$ cat src/rtl/fetch_sequencer.sv
// Instruction-fetch sequencer: owns the PC, issues imem requests under req/gnt/rvalid,
// buffers responses for decode and handles branch redirects with stale-response draining.
//   state   | meaning
//   S_IDLE  | one cycle after reset release, no requests
//   S_FETCH | issuing requests, buffering responses
//   S_DRAIN | after a redirect, waiting for stale responses; all dropped
module fetch_sequencer #(
  parameter logic [31:0] RESET_PC = 32'h0000_0000,
  parameter int          DEPTH    = 2
) (
  input  logic        i_clk,
  input  logic        i_rstn,
  input  logic        i_stall,
  output logic        o_imem_req,
  output logic [31:0] o_imem_addr,
  input  logic        i_imem_gnt,
  input  logic        i_imem_rvalid,
  input  logic [31:0] i_imem_rdata,
  output logic        o_if_valid,
  output logic [31:0] o_if_instr,
  output logic [31:0] o_if_pc,
  input  logic        i_if_ready,
  input  logic        i_br_valid,
  input  logic        i_br_jump,
  input  logic [31:0] i_br_target,
  output logic        o_flush
);

  localparam int PW = (DEPTH > 2) ? 2 : 1;
  localparam int CW = 3;
  localparam logic [CW-1:0] DEPTH_C = CW'(DEPTH);
  localparam logic [31:0]   WORD_MASK = 32'hFFFF_FFFC;

  typedef enum logic [1:0] {S_IDLE, S_FETCH, S_DRAIN} state_t;

  state_t          state_q, state_d;
  logic [31:0]     pc_q, pc_d, dpc_q, dpc_d;
  logic [CW-1:0]   out_cnt_q, out_cnt_d, cnt_q, cnt_d;
  logic [PW-1:0]   wr_ptr_q, wr_ptr_d, rd_ptr_q, rd_ptr_d;
  logic [31:0]     fifo_q [DEPTH];
  logic            flush_q;
  logic            redir, gnt, rsp, push, pop;

  function automatic logic [PW-1:0] ptr_inc(input logic [PW-1:0] p);
    return (p == PW'(DEPTH - 1)) ? '0 : p + PW'(1);
  endfunction

  assign o_imem_req  = (state_q == S_FETCH) & ~i_stall & ((out_cnt_q + cnt_q) < DEPTH_C);
  assign o_imem_addr = pc_q & WORD_MASK;
  assign o_if_valid  = (cnt_q != '0);
  assign o_if_instr  = fifo_q[rd_ptr_q];
  assign o_if_pc     = dpc_q;
  assign o_flush     = flush_q;

  assign redir = i_br_valid & i_br_jump & (state_q != S_IDLE);
  assign gnt   = o_imem_req & i_imem_gnt;
  assign rsp   = i_imem_rvalid & (out_cnt_q != '0);
  // Responses landing in the redirect cycle belong to the old path
  assign push  = i_imem_rvalid & (state_q == S_FETCH) & ~redir & (cnt_q < DEPTH_C);
  assign pop   = o_if_valid & i_if_ready & ~redir;

  always_comb begin
    state_d   = state_q;
    pc_d      = pc_q;
    dpc_d     = dpc_q;
    out_cnt_d = out_cnt_q;
    cnt_d     = cnt_q;
    wr_ptr_d  = wr_ptr_q;
    rd_ptr_d  = rd_ptr_q;

    case ({gnt, rsp})
      2'b10:   if (out_cnt_q < DEPTH_C) out_cnt_d = out_cnt_q + CW'(1);
      2'b01:   out_cnt_d = out_cnt_q - CW'(1);
      default: ;
    endcase

    if (redir) begin
      pc_d     = i_br_target & WORD_MASK;
      dpc_d    = i_br_target & WORD_MASK;
      cnt_d    = '0;
      wr_ptr_d = '0;
      rd_ptr_d = '0;
    end else begin
      if (gnt) pc_d = pc_q + 32'd4;
      if (push) wr_ptr_d = ptr_inc(wr_ptr_q);
      if (pop) begin
        rd_ptr_d = ptr_inc(rd_ptr_q);
        dpc_d    = dpc_q + 32'd4;
      end
      case ({push, pop})
        2'b10:   cnt_d = cnt_q + CW'(1);
        2'b01:   cnt_d = cnt_q - CW'(1);
        default: ;
      endcase
    end

    case (state_q)
      S_IDLE:  state_d = S_FETCH;
      S_FETCH: if (redir && (out_cnt_d != '0)) state_d = S_DRAIN;
      S_DRAIN: if (out_cnt_d == '0) state_d = S_FETCH;
      default: state_d = S_IDLE;
    endcase
  end

  always_ff @(posedge i_clk or negedge i_rstn) begin
    if (!i_rstn) begin
      state_q   <= S_IDLE;
      pc_q      <= RESET_PC & WORD_MASK;
      dpc_q     <= RESET_PC;
      out_cnt_q <= '0;
      cnt_q     <= '0;
      wr_ptr_q  <= '0;
      rd_ptr_q  <= '0;
      flush_q   <= 1'b0;
    end else begin
      state_q   <= state_d;
      pc_q      <= pc_d;
      dpc_q     <= dpc_d;
      out_cnt_q <= out_cnt_d;
      cnt_q     <= cnt_d;
      wr_ptr_q  <= wr_ptr_d;
      rd_ptr_q  <= rd_ptr_d;
      flush_q   <= redir;
    end
  end

  always_ff @(posedge i_clk or negedge i_rstn) begin
    if (!i_rstn) begin
      for (int i = 0; i < DEPTH; i++) fifo_q[i] <= '0;
    end else if (push) begin
      fifo_q[wr_ptr_q] <= i_imem_rdata;
    end
  end

  a_rsp_outstanding: assert property (@(posedge i_clk) disable iff (!i_rstn)
    i_imem_rvalid |-> (out_cnt_q != '0));

endmodule

$ cat config.mk
export PLATFORM = sky130hd
export DESIGN_NAME = fetch_sequencer
export DESIGN_NICKNAME = d
export VERILOG_FILES = /design/src/rtl/fetch_sequencer.sv
export SDC_FILE = /design/constraint.sdc
export NUM_CORES = 1
export LEC_CHECK = 0
export CAP_MARGIN = 25
export CORE_ASPECT_RATIO = 1.5
export CORE_MARGIN = 5
export CORE_UTILIZATION = 53
export DETAILED_ROUTE_END_ITERATION = 7
export PLACE_DENSITY_LB_ADDON = 0.08
export REMOVE_ABC_BUFFERS = 1
export SLEW_MARGIN = 10
export SYNTH_ARGS = -nofsm -noshare
export SYNTH_HDL_FRONTEND = slang
export SYNTH_SLANG_ARGS = --single-unit
$ cat constraint.sdc
create_clock -name i_clk -period 3.9 [get_ports i_clk]
set_input_delay 0.78 -clock i_clk [delete_from_list [all_inputs] [get_ports i_clk]]
set_output_delay 0.78 -clock i_clk [all_outputs]
set_load 0.005 [all_outputs]
Yosys cells after proc, flatten, opt, wreduce, memory -nomap -nowiden
Index checks and enable logic that the tools add are counted.
- add/subtract/negate cells: 9
- order comparisons: 6
- equal/unequal tests: 8
- mux-type cells: 23
- bitwise gates (word level): 15
- reduce and logical (&&, ||, !) cells: 13
- operators with widths (operator ; number):
    32-bit 2-to-1 mux ; 8
    32-bit by 3-bit adder with 32-bit output (second input constant) ; 2
    64-bit bitwise mux ; 1
    32-bit demux with 1-bit select ; 1
    3-bit case mux with 2 select lines ; 2
    3-bit nonzero test ; 4
    1-bit bitwise AND ; 11
    3-bit by 2-bit less-than comparator with 1-bit output (second input constant) ; 3
    2-bit nonzero test ; 4
    3-bit by 1-bit adder with 3-bit output (second input constant) ; 2
    2-bit by 1-bit == test with 1-bit output (second input constant) ; 3
    2-bit == test (second input constant) ; 3
    1-bit 2-to-1 mux ; 6
    3-bit 2-to-1 mux ; 2
    2-bit case mux with 3 select lines ; 1
    3-bit by 1-bit subtractor with 3-bit output (second input constant) ; 2
    2-bit >= comparator (second input constant) ; 2
    2-bit 2-to-1 mux ; 2
    1-bit NOT with 2-bit output ; 2
    3-bit adder ; 1
    3-bit logical NOT ; 1
    1-bit adder (second input constant) ; 2
    1-bit logical AND ; 2
    2-bit logical NOT ; 1
    5 further kinds ; 6
- bits in registers: 139
- bits of input ports: 72
- output and inout port bits: 99
- word-level logic and storage cells: 84

Longest topological paths before layout
- word-level depth: 10
- gate-level depth with buffers: 12
- gate-level depth less buffers: 12

Least setup slack after synthesis
OpenSTA, ideal clock, no wires.
- path kind: register -> register
- start: register cnt_q[1]
- end: register state_q[0]
- setup time: 0.077 ns
- data arrival time: 2.608 ns
- required time: 3.823 ns
- slack: 1.214 ns
- cell stages (with the launch flop): 12
- path buffers: 0
- clock period less this slack: 2.686 ns
- cell sequence: dfrtp_1 -> inv_1 -> fa_1 -> nand4bb_1 -> nor2_1 -> nand2_1 -> ha_1 -> nor3b_1 -> o21ai_0 -> nand2_1 -> o32a_1 -> a21oi_1
- longest elaborated chain between the ends: 10
- elaborated cells on any way between the ends: 13
- classes of those cells: add/sub (1); order compare (1); eq/ne (4); mux (1); bitwise (2); reduce/logical (4)
- ends and longest elaborated chain (element ; RTL line ; RTL):
    start, declared ; 38 ; logic [CW-1:0] out_cnt_q, out_cnt_d, cnt_q, cnt_d;
    start signal, assigned ; 120 ; cnt_q <= cnt_d;
    3-bit adder * ; 48 ; assign o_imem_req = (state_q == S_FETCH) & ~i_stall & ((out_cnt_q + cnt_q) < DEPTH_C);
    3-bit by 2-bit less-than comparator with 1-bit output * ; 48 ;
    1-bit bitwise AND * ; 48 ;
    net o_imem_req ; 14 ; output logic o_imem_req,
    1-bit bitwise AND * ; 56 ; assign gnt = o_imem_req & i_imem_gnt;
    2-bit by 1-bit == test with 1-bit output / 2-bit == test (equally long branches) ; 71 ; case ({gnt, rsp})
    3-bit case mux with 2 select lines * ; 71 ;
    net out_cnt_d[2] ; 38 ;
    3-bit nonzero test ; 99 ; S_FETCH: if (redir && (out_cnt_d != '0)) state_d = S_DRAIN;
    1-bit logical AND ; 99 ;
    2-bit by 1-bit inequality test with 1-bit output (no source line) ; - ;
    2-bit AND reduction (no source line) * ; - ;
    end signal, assigned ; 116 ; state_q <= state_d;
    end, declared ; 36 ; state_t state_q, state_d;
Mark *: on every way through the listed nets, which the timed path passes. The rest lies on a longest branch.
A chain may end at the register's enable or synchronous reset.

Worst setup path after layout
- start: register out_cnt_q[1]
- end: output o_imem_req
- longest elaborated chain between the ends: 3
- ends and longest elaborated chain (element ; RTL line ; RTL):
    start, declared ; 38 ;
    start signal, assigned ; 119 ; out_cnt_q <= out_cnt_d;
    3-bit adder ; 48 ;
    3-bit by 2-bit less-than comparator with 1-bit output ; 48 ;
    1-bit bitwise AND ; 48 ;
    end, declared ; 14 ;
No other way between the ends.

==> summary.txt <==
Route
  • DR vias/cell: 5.570
  • Pre-antenna DRT Iters: 4
  • Routed wire length: 16960 µm
  • Via count: 5191
  • # DRC: 0
  • 1st-iter DRT viols: 196
  • Detail Route Antenna Nets: 0
  • Routed len/inst: 18.20 µm

Clock tree
  • Hold buffers post-CTS: 0
  • Setup Buffers After CTS: 0
  • Worst-path clk slew: 60 ps
  • H-tree depth: 4
  • Clock latency on the worst-skew pair: 410 ps
  • CTS sink cnt: 135
  • CTS tree: yes
  • Worst-case clock buffer depth: 2
  • CTS buffer count: 17
  • Post_cts resized: 0
  • CTS root buffer: clkbuf_16

Floorplan
  • Initial Util: 54.07%
  • Site row count: 50
  • Die area: 15100 µm²
  • Die Wd: 102.0 µm
  • Core area: 12450 µm²
  • Ports: 171
  • DIE HEIGHT: 148.0 µm

Pwr
  • Sequential power share: 36.0%
  • Sw Ratio: 32.38%
  • Logic pwr share: 41.6%
  • VDD IR max: 0.4516 mV
  • Cell internal pwr: 0.004698 W
  • Leakage: 3.677 nW
  • P per Cell Area: 764.8 nW/µm²
  • Part of the power in the clock network: 22.4%
  • Sw power: 0.002249 W

Placement
  • Detailed Place HPWL: 12190 µm
  • Placed Cells: 899
  • Pre-CTS WS: 619.8 ps
  • IO Port Bufs: 164
  • Gpl congestion: 0.8658

Synth
  • Syn Inst Count: 598
  • Number of flops mapped to enable cells by yosys: 0
  • Syn_area_per_cell: 11.26 µm²
  • Ranking of synthesized cells by area: dfrtp_1 (50%), mux2_2 (16%), a21oi_1 (4.6%), xnor2_1 (4.4%), xor2_1 (3.8%)
  • Dominant synthesized flop cell: dfrtp_1
  • Cell variety after synth: 48
  • YS warnings: 0
  • Flops & latches, synth: 135
  • Mapped cell area: 6731 µm²
  • Synth top area share: 50.19%
  • Post-synth ARST share: 100.0%
  • Sequential share of the synthesized area: 50.19%
  • Synth area leader: dfrtp_1

Worst setup path
  • Worst r2r path cells: 12
  • Setup crit end kind: output port
  • CP Launch Type: flop
  • Reg2reg setup slack: 820 ps
  • Reg-to-reg endpoint: state_q[0]$_DFFE_PN0P_
  • CP Data Arrival Time: 2530 ps
  • Critical path required time: 3120 ps
  • Max FO, Critical Path: 5
  • Crit Reg-Reg Startpoint: out_cnt_q[1]$_DFF_PN0_
  • Crit Path Category: flop to output port

STA
  • Final setup margin: 591.0 ps
  • Achievable frequency: 0.3022 GHz
  • Slew Limit Fails: 0
  • Final Hold Viols: 0
  • Worst slew pin tran: 899.7 ps
  • Final period demand of the worst path: 3309 ps
  • Setup Viol. Count Final: 0
  • Fin crit share: 84.85%
  • Skew final: 9.599 ps
  • Worst slew margin: 40.02%
  • RSZ-0062 raised after global routing: no

GRT
  • Largest net degree at the start of global routing: 99
  • Grt peak-use layer: met2
  • All-layer global routing usage: 23.39%
  • Met1 GRT Util: 28.68%
  • Initial antenna violation count: 0
  • First-pass GRT wire length: 27930 µm
  • Met3 usage: 5.666%
  • Overflow after GRT: 0
  • Vias in the first global route: 5652
  • Grt met2 use: 40.23%

Outcome
  • Status: finished, final reports clean

Flow run
  • Max Cap Viol: 0

Final layout
  • Layout cells sized above 1: 18.94%
  • Ant. Diodes: 0
  • Post-Layout Cell Count: 932
  • Final nets: 844
  • Area Growth Syn to Fin: 34.94%

Worst hold path
  • Hold crit path type: primary input to async pin
==> placed cells by master, fill, tap and decap left out, types with 3 or more instances in the layout <==
| cell type | count |
|---|---|
| nand2_1 | 27 |
| a21oi_1 | 62 |
| nand3_1 | 20 |
| nor4_2 | 3 |
| clkbuf_16 | 17 |
| and3_1 | 12 |
| mux2i_1 | 4 |
| or3_1 | 4 |
| nor3_1 | 12 |
| xnor2_1 | 34 |
| inv_1 | 12 |
| buf_4 | 10 |
| xor2_1 | 29 |
| o21ai_0 | 6 |
| nand4_1 | 19 |
| nor2b_1 | 3 |
| mux2_2 | 95 |
| conb_1 | 4 |
| ha_1 | 7 |
| inv_6 | 9 |
| dfrtp_1 | 135 |
| nor2_1 | 43 |
| clkdlybuf4s50_1 | 163 |
| nor4_1 | 7 |
==> cells in the mapped netlist, types with 2 or more instances <==
cell / number
or4_1: 2
nor4_2: 3
nand3_1: 20
o21ai_0: 6
mux2_2: 95
buf_6: 2
a21oi_1: 62
mux2i_1: 4
nand2_1: 27
clkbuf_1: 20
nand4_1: 19
buf_4: 4
xor2_1: 29
nor3_2: 2
and3_1: 12
buf_2: 2
o21a_1: 2
nor2b_1: 3
nor4_1: 7
nor3_1: 12
nor2_1: 43
and4_1: 2
inv_1: 12
fa_1: 2
buf_1: 4
xnor2_1: 34
o31ai_1: 2
ha_1: 7
or3_1: 4
nor3b_1: 2
and2_1: 2
dfrtp_1: 135
==> worst max-delay path, stage by stage (launching register included) <==
cell and delay, ps:
dfrtp_1 420, inv_1 140, fa_1 540, nand4bb_1 220, nor2_1 250, clkdlybuf4s50_1 540
==> per-stage QoR <==
step           power, W  hold WS (ps)  utilization [%]  TNS [ps]  cell area, µm²
6_report       0.006947         460.4            72.96         0            9084
5_1_grt        0.007393         507.6            72.96         0            9084
4_1_cts        0.007015         502.3            72.92         0            9079
3_5_place_dp   0.005411         488.6            68.30         0            8503
3_3_place_gp   0.005287         469.2            68.30         0            8503
2_1_floorplan  0.003954         460.3                -   -157240            6590
==> state kept, by name, indices dropped and copies added, names as in the netlist <==
| register | flops |
|---|---|
| cnt_q | 3 |
| rd_ptr_q | 1 |
| fifo_q | 64 |
| out_cnt_q | 3 |
| o_if_pc | 30 |
| pc_q | 30 |
| state_q | 2 |
| wr_ptr_q | 1 |
| o_flush | 1 |
==> how the worst max path moves through the flow <==
stage,from,endpoint,slack [ps],cells after the start
2_1_floorplan,state_q[1]$_DFFE_PN0P_,fifo_q[0]$_DFFE_PN0P_,-2490,3
3_3_place_gp,i_stall,state_q[0]$_DFFE_PN0P_,740,10
3_5_place_dp,i_stall,state_q[0]$_DFFE_PN0P_,620,11
4_1_cts,cnt_q[1]$_DFFE_PN0P_,o_imem_req,590,5
5_1_grt,out_cnt_q[1]$_DFF_PN0_,o_imem_req,430,5
6_report,out_cnt_q[1]$_DFF_PN0_,o_imem_req,590,5
==> metal layers <==
| metal | up-vias | wire [µm] | part of all wire, % |
|---|---|---|---|
| li1 | 2444 | - | - |
| met1 | 2571 | 6807 | 40 |
| met2 | 156 | 8901 | 52 |
| met3 | 20 | 970 | 5.7 |
| met4 | 0 | 282 | 1.7 |
| met5 | - | 0 | 0 |
==> cell type report <==
type | instances | area (µm²)
Timing Repair Buffer | 175 | 1723
Clock inverter | 13 | 132.6
Clock buffer | 19 | 442.9
Inverter | 12 | 45.04
Multi-Input combinational cell | 422 | 3167
Fill cell | 919 | 3366
Sequential cell | 135 | 3378
Tap cell | 156 | 195.2
==> power groups by stage <==
| stage | registers [W] | logic (W) | clock network [W] |
|---|---|---|---|
| 2_1_floorplan | 0.00244 | 0.00151 | 0 |
| 3_3_place_gp | 0.00246 | 0.00283 | 0 |
| 3_5_place_dp | 0.00251 | 0.00290 | 0 |
| 4_1_cts | 0.00250 | 0.00293 | 0.00158 |
| 5_1_grt | 0.00258 | 0.00315 | 0.00166 |
| 6_report | 0.00250 | 0.00289 | 0.00156 |
==> cells by family after synthesis <==
logic type / count (synthesis) / synth area share (%)
buffers and inverters: 44 / 2.937
other: 1 / 0.05571
DFF: 135 / 50.19
xor gates and xnor gates: 64 / 8.532
and+or+nand+nor: 165 / 13.25
muxes: 100 / 16.65
AOI/OAI and AO/OA: 80 / 6.487
adders and majority gates: 9 / 1.896
(Power assumes the default switching activity.)
